<file path="src/rtl/delay_meter_pkg.sv">
// Shared types and defaults for the round-trip delay meter.
// State encoding is fixed (IDLE=0, MEAS=1) so debug probes can read it directly.
package delay_meter_pkg;

   typedef enum logic {
      ST_IDLE = 1'b0,
      ST_MEAS = 1'b1
   } meter_state_e;

   localparam int DEFAULT_WIDTH      = 16;
   localparam int DEFAULT_MAX_CYCLES = 65535;

endpackage

</file>
<file path="src/rtl/delay_meter.sv">
// Round-trip latency meter: toggles probe on an accepted start and counts clk
// cycles until echo follows it, reporting the count or a timeout.
module delay_meter
   import delay_meter_pkg::*;
#(
   parameter int WIDTH      = DEFAULT_WIDTH,
   parameter int MAX_CYCLES = DEFAULT_MAX_CYCLES
) (
   input  logic             clk,
   input  logic             rst,
   input  logic             start,
   input  logic             echo,
   output logic             probe,
   output logic             busy,
   output logic             done,
   output logic             timeout,
   output logic             err,
   output logic [WIDTH-1:0] result
);

   localparam logic [WIDTH-1:0] LIMIT = WIDTH'(MAX_CYCLES);

   meter_state_e     state;
   meter_state_e     state_next;
   logic [WIDTH-1:0] cnt;
   logic [WIDTH-1:0] cnt_next;
   logic [WIDTH-1:0] result_next;
   logic             probe_next;
   logic             busy_next;
   logic             done_next;
   logic             timeout_next;
   logic             err_next;
   logic             settled;

   // The path is settled once echo has caught up with the current probe level.
   assign settled = (echo == probe);

   // Next-state and output decisions; echo is checked before the limit so a
   // return on the final allowed cycle still counts as a real measurement.
   always_comb begin
      state_next   = state;
      cnt_next     = cnt;
      result_next  = result;
      probe_next   = probe;
      busy_next    = busy;
      timeout_next = timeout;
      done_next    = 1'b0;
      err_next     = 1'b0;

      case (state)
         ST_IDLE: begin
            if (start) begin
               if (settled) begin
                  probe_next   = ~probe;
                  cnt_next     = '0;
                  busy_next    = 1'b1;
                  timeout_next = 1'b0;
                  result_next  = '0;
                  state_next   = ST_MEAS;
               end else begin
                  err_next = 1'b1;
               end
            end
         end

         ST_MEAS: begin
            if (settled) begin
               result_next = cnt;
               done_next   = 1'b1;
               busy_next   = 1'b0;
               state_next  = ST_IDLE;
            end else if (cnt == LIMIT) begin
               result_next  = LIMIT;
               timeout_next = 1'b1;
               done_next    = 1'b1;
               busy_next    = 1'b0;
               state_next   = ST_IDLE;
            end else begin
               cnt_next = cnt + 1'b1;
            end
         end

         default: begin
            state_next = ST_IDLE;
         end
      endcase
   end

   // All outputs are registered; reset aborts any run without a done pulse.
   always_ff @(posedge clk) begin
      if (rst) begin
         state   <= ST_IDLE;
         cnt     <= '0;
         result  <= '0;
         probe   <= 1'b0;
         busy    <= 1'b0;
         done    <= 1'b0;
         timeout <= 1'b0;
         err     <= 1'b0;
      end else begin
         state   <= state_next;
         cnt     <= cnt_next;
         result  <= result_next;
         probe   <= probe_next;
         busy    <= busy_next;
         done    <= done_next;
         timeout <= timeout_next;
         err     <= err_next;
      end
   end

endmodule
</file>
<file path="config.mk">
export PLATFORM = sky130hd
export DESIGN_NAME = delay_meter
export DESIGN_NICKNAME = d
export VERILOG_FILES = /design/src/rtl/delay_meter_pkg.sv /design/src/rtl/delay_meter.sv
export SDC_FILE = /design/constraint.sdc
export NUM_CORES = 1
export LEC_CHECK = 0
export CORE_ASPECT_RATIO = 0.5
export CORE_MARGIN = 5
export CORE_UTILIZATION = 30
export CTS_CLUSTER_SIZE = 16
export DETAILED_ROUTE_END_ITERATION = 12
export PLACE_DENSITY = 0.59
export REMOVE_ABC_BUFFERS = 1
export SLEW_MARGIN = 20
export SYNTH_ARGS = -nofsm -noshare
export SYNTH_HDL_FRONTEND = slang
export SYNTH_SLANG_ARGS = --single-unit
</file>
<file path="constraint.sdc">
create_clock -name clk -period 3.3 [get_ports clk]
set_input_delay 0.33 -clock clk [delete_from_list [all_inputs] [get_ports clk]]
set_output_delay 0.33 -clock clk [all_outputs]
set_load 0.03 [all_outputs]
</file>
### Yosys cells after proc, flatten, opt, wreduce, memory -nomap -nowiden

Index checks and enable logic that the tools add are counted.

| cells by class | value |
|---|---|
| multiplexer cells | 26 |
| reductions and logical operators | 6 |
| bitwise operators | 3 |
| add/subtract/negate cells | 1 |
| equal/unequal tests | 8 |

Operators by type and width:

| operator | count |
|---|---|
| $mux W16 | 6 |
| $pmux W16 S2 | 2 |
| $add A16 B1 Y16 const B | 1 |
| $eq A16 B16 Y1 const B | 1 |
| $mux W1 | 15 |
| $ne A2 B2 Y1 const B | 4 |
| $reduce_and A4 Y1 | 2 |
| $pmux W1 S2 | 3 |
| $reduce_and A3 Y1 | 2 |
| $ne A3 B1 Y1 const B | 1 |
| $not A1 Y1 | 3 |
| $reduce_or A3 Y1 | 1 |
| $ne A2 B1 Y1 const B | 1 |
| $reduce_or A2 Y1 | 1 |
| $eq A1 B1 Y1 | 1 |

| storage, ports and cells | value |
|---|---|
| input port bits | 4 |
| logic and storage cells | 52 |
| register bits | 38 |

### Longest topological paths before layout

| logic depth | value |
|---|---|
| depth after elaboration | 4 |
| mapped depth | 7 |
| gate-level depth less buffers | 6 |

### Worst setup path before layout

OpenSTA, ideal clock, no wires.

| path | value |
|---|---|
| kind | register to register |
| start point | reg probe |
| end point | reg cnt[15] |
| stages on the path, launching flop included | 6 |
| arrival time | 1.852 ns |
| setup slack | 1.379 ns |
| path buffers | 0 |
| cells stage by stage | dfxtp_1 -> xnor2_1 -> or3b_2 -> nand2b_1 -> or3_1 -> o21ai_1 |

| between the ends | value |
|---|---|
| longest elaborated chain between the ends | 3 |

RTL lines:

| what | line | RTL |
|---|---|---|
| start: declaration | delay_meter.sv:13 | `output logic probe,` |
| start signal: assignment | delay_meter.sv:104 | `probe <= probe_next;` |
| $eq A1 B1 Y1 * | delay_meter.sv:36 | `assign settled = (echo == probe);` |
| $ne A2 B2 Y1 (no source line) | -- |  |
| $reduce_and A4 Y1 (no source line) * | -- |  |
| end signal: assignment | delay_meter.sv:102 | `cnt <= cnt_next;` |
| end: declaration | delay_meter.sv:25 | `logic [WIDTH-1:0] cnt;` |

Every way passes the cells marked *; elsewhere a longest branch is shown, timed or not.
A chain may end at the register's enable or synchronous reset.

### Final worst setup path

| path | value |
|---|---|
| start point | reg cnt[0] |
| end point | reg result[8] |

| between the ends | value |
|---|---|
| longest elaborated chain between the ends | 3 |

RTL lines:

| what | line | RTL |
|---|---|---|
| $eq A16 B16 Y1 | delay_meter.sv:72 | `end else if (cnt == LIMIT) begin` |
| $ne A3 B1 Y1 (no source line) | -- |  |
| $reduce_and A3 Y1 (no source line) | -- |  |
| end signal: assignment | delay_meter.sv:103 | `result <= result_next;` |
| end: declaration | delay_meter.sv:18 | `output logic [WIDTH-1:0] result` |

No other way between the ends.

==> results.txt <==
Final min period: 2.114 ns
Worst path max stage delay: 0.45 ns
Total negative slack: 0 ns
Worst setup SP type: flip-flop
Finished Cell Area: 2251 sq um
Filler Cells Inserted: 553
Top FF cell, synth: dfxtp_1
Status: finished clean
Clock slew at reported path FFs: 0.06 ns
WP data required: 3.50 ns
Reg power frac: 0.419
Area taken by multi-input logic gates: 948.4 sq um
Sw Pwr: 0.0002851 W
LEAKAGE: 0.7687 nW
EDFF count, synth: 0
Clock Tree Buf Depth: 2
Fin util: 0.4012
Max-Cap Viols: 0
TritonCTS buffer count: 5
Syn Std Cell Area: 1783 sq um
Switching Fraction: 0.2454
CTS tree: done
Clk_lat worst skew: 0.28 ns
Post-synthesis cell type count: 46
Cell-internal power: 0.0008768 W
Post-route antenna net violation count: 0
Post-synth ARST share: 0
Crit path from: cnt[0]
Ant diodes: 0
H-tree depth: 2
Critical path type: reg -> reg
Hold_ws: 0.4697 ns
DP Area: 2086 sq um
Grt total ovfl: 0
Post-Route WL: 4409 microns
First-pass GRT wire length: 7500 microns
Clock Power Share: 0.462
Final setup fails: 0
Placer Congestion: 0.8359
Final cycle utilization of the critical path: 0.6405
Setup crit end kind: flip-flop
Fmax: 473.1 MHz
RSZ-0062 raised after global routing: no
CTS root buffer: clkbuf_16
Crit-path slowest cell: dfxtp_1
Cell Chain, Critical Path: ha_1 -> nand3_1 -> nor4_4 -> nand2_1 -> a21oi_1
Pins Over Slew Limit: 0
Syn Area/Cell: 8.783 sq um
Site Rows: 19
Initial antenna violation count: 0
Crit path max fanout: 12
Post-DR wirelength/cell: 14.65 microns
Postcts setup bufs: 0
Worst rel slew slack: 0.5704
Synthesized instance count: 203
Hold buffers post-CTS: 0
Comb pwr share: 0.119
Critical R2R Launch: cnt[0]
Layout cells sized above 1: 0.1140
Drt drc: 0
Largest net degree at the start of global routing: 29
Hold path startpoint: timeout
I/O pin cnt: 25
Post-CTS Resized: 0
Layout net count: 232
DP Wirelength: 3146 microns
Vias/cell: 5.236
Initial detailed-routing violation count: 104
Worst Tran Pin Value: 0.6398 ns
Hold WC Path Type: reg -> reg
Drt pass-1 iters: 4
Initial Utilization: 0.3178
#FFs+latches synth: 38
P&R area growth vs syn: 26.25%
CTS Sinks: 38
Final Skew: 0.003237 ns
Sequential fraction of the synthesis area: 0.4267
Worst IR drop on VDD: 0.0002877 V
Sequential cell area: 760.7 sq um
Die area: 7678 sq um
Die height: 64.51 microns
Final Hold Viols: 0
Ys Warns: 0
PwrDens: 516.2 nW/um^2
Gr usage total: 0.1192
Vias in the first global route: 1523
Routed vias: 1576
Arr. time, crit path: 2.32 ns
Chip width: 119.0 microns
Core area: 5610 sq um
IO Port Bufs: 24
==> worst paths after layout <==
kind / cells past startpoint / slack [ns] / end
worst max-delay path: 5 / 1.19 / result[8]
worst min-delay path: 2 / 0.47 / timeout
worst max register to register: 5 / 1.19 / result[8]
worst min register to register: 2 / 0.47 / timeout
==> cell type report <==
cell class | instances | share of cell area
inverters | 6 | 0.01001
clock buffers | 5 | 0.05559
multi-input cells | 149 | 0.4213
well taps | 73 | 0.04058
repair buffers | 27 | 0.1167
flip-flops and latches | 38 | 0.3380
clock inverters | 3 | 0.01779
==> synth_stat cells, types with 2 or more instances <==
master	count	area [sq um]
clkbuf_1	6	22.52
nor2b_1	3	18.77
nand3_1	8	40.04
a211oi_2	3	37.54
a31oi_1	5	31.28
nand2_1	22	82.58
o22ai_1	2	12.51
nor3_1	10	50.05
dfxtp_1	38	760.7
or3_1	2	12.51
nor2_1	12	45.04
nand4_4	2	42.54
a221oi_2	2	30.03
nand4_1	3	18.77
nor4_1	2	12.51
o211ai_1	2	15.01
and2_1	2	12.51
nand2b_1	5	31.28
a22oi_1	11	82.58
a21oi_1	18	90.09
inv_1	6	22.52
o21ai_0	11	55.05
a211oi_1	2	15.01
a21o_1	4	30.03
==> registers in the layout (all words and copies together) (netlist names) <==
register / cells
probe: 1
timeout: 1
done: 1
busy: 1
err: 1
cnt: 16
result: 16
state: 1
==> critical path: cells and delay by family, from the launching register on <==
family,cells,cell delay (ns)
simple gates,3,1.08
flops,1,0.45
compound gates,1,0.26
fa+ha+maj,1,0.25
==> layout by cell type (no fill, tap or decap), types with 2 or more instances in the layout <==
cell type / count
nor3_1: 10
dfxtp_1: 38
nand3_1: 8
nor2_1: 12
o211ai_1: 2
a31oi_1: 5
nand2_1: 22
a211oi_2: 3
nor2b_1: 3
a21oi_1: 18
a211oi_1: 2
nor4_1: 2
buf_4: 3
clkinv_2: 2
clkbuf_16: 5
nand2b_1: 5
o21ai_0: 11
nand4_1: 3
clkdlybuf4s50_1: 24
o22ai_1: 2
or3_1: 2
inv_1: 6
a21o_1: 4
and2_1: 2
a22oi_1: 11
a221oi_2: 2
nand4_4: 2
==> cell families (layout without fill, tap and decap cells) <==
logic type                 Yosys count  count (layout)  share of synthesized area
AOI/OAI and AO/OA                   66              66                     0.2554
xor gates and xnor gates             2               2                   0.009826
adders and majority gates            1               1                   0.007016
buffers and inverters               16              41                    0.04140
DFF                                 38              38                     0.4267
and+or+nand+nor                     80              80                     0.2597
==> routing by layer <==
layer / up-vias / track usage / part of all wire
li1: 799 / - / -
met1: 749 / 0.1595 / 0.51
met2: 22 / 0.1876 / 0.44
met3: 6 / 0.03388 / 0.039
met4: 0 / 0.03752 / 0.014
met5: - / 0 / 0
==> stage by stage <==
| stage | power, W | worst slack (ns) | std cells |
|---|---|---|---|
| 2_1_floorplan | 0.0005807 | 1.109 | 193 |
| 3_3_place_gp | 0.0006323 | 0.9870 | 293 |
| 3_5_place_dp | 0.0006350 | 0.9199 | 293 |
| 4_1_cts | 0.001173 | 1.191 | 301 |
| 5_1_grt | 0.001206 | 0.9072 | 301 |
| 6_report | 0.001162 | 1.186 | 301 |
==> power by group through the flow <==
stage | clock, W | combinational, W | sequential, W
2_1_floorplan | 0 | 0.0000698 | 0.000511
3_3_place_gp | 0 | 0.000136 | 0.000496
3_5_place_dp | 0 | 0.000138 | 0.000497
4_1_cts | 0.000548 | 0.000138 | 0.000487
5_1_grt | 0.000566 | 0.000151 | 0.000489
6_report | 0.000537 | 0.000138 | 0.000487
Note: power is estimated with default switching activity, not from simulation.
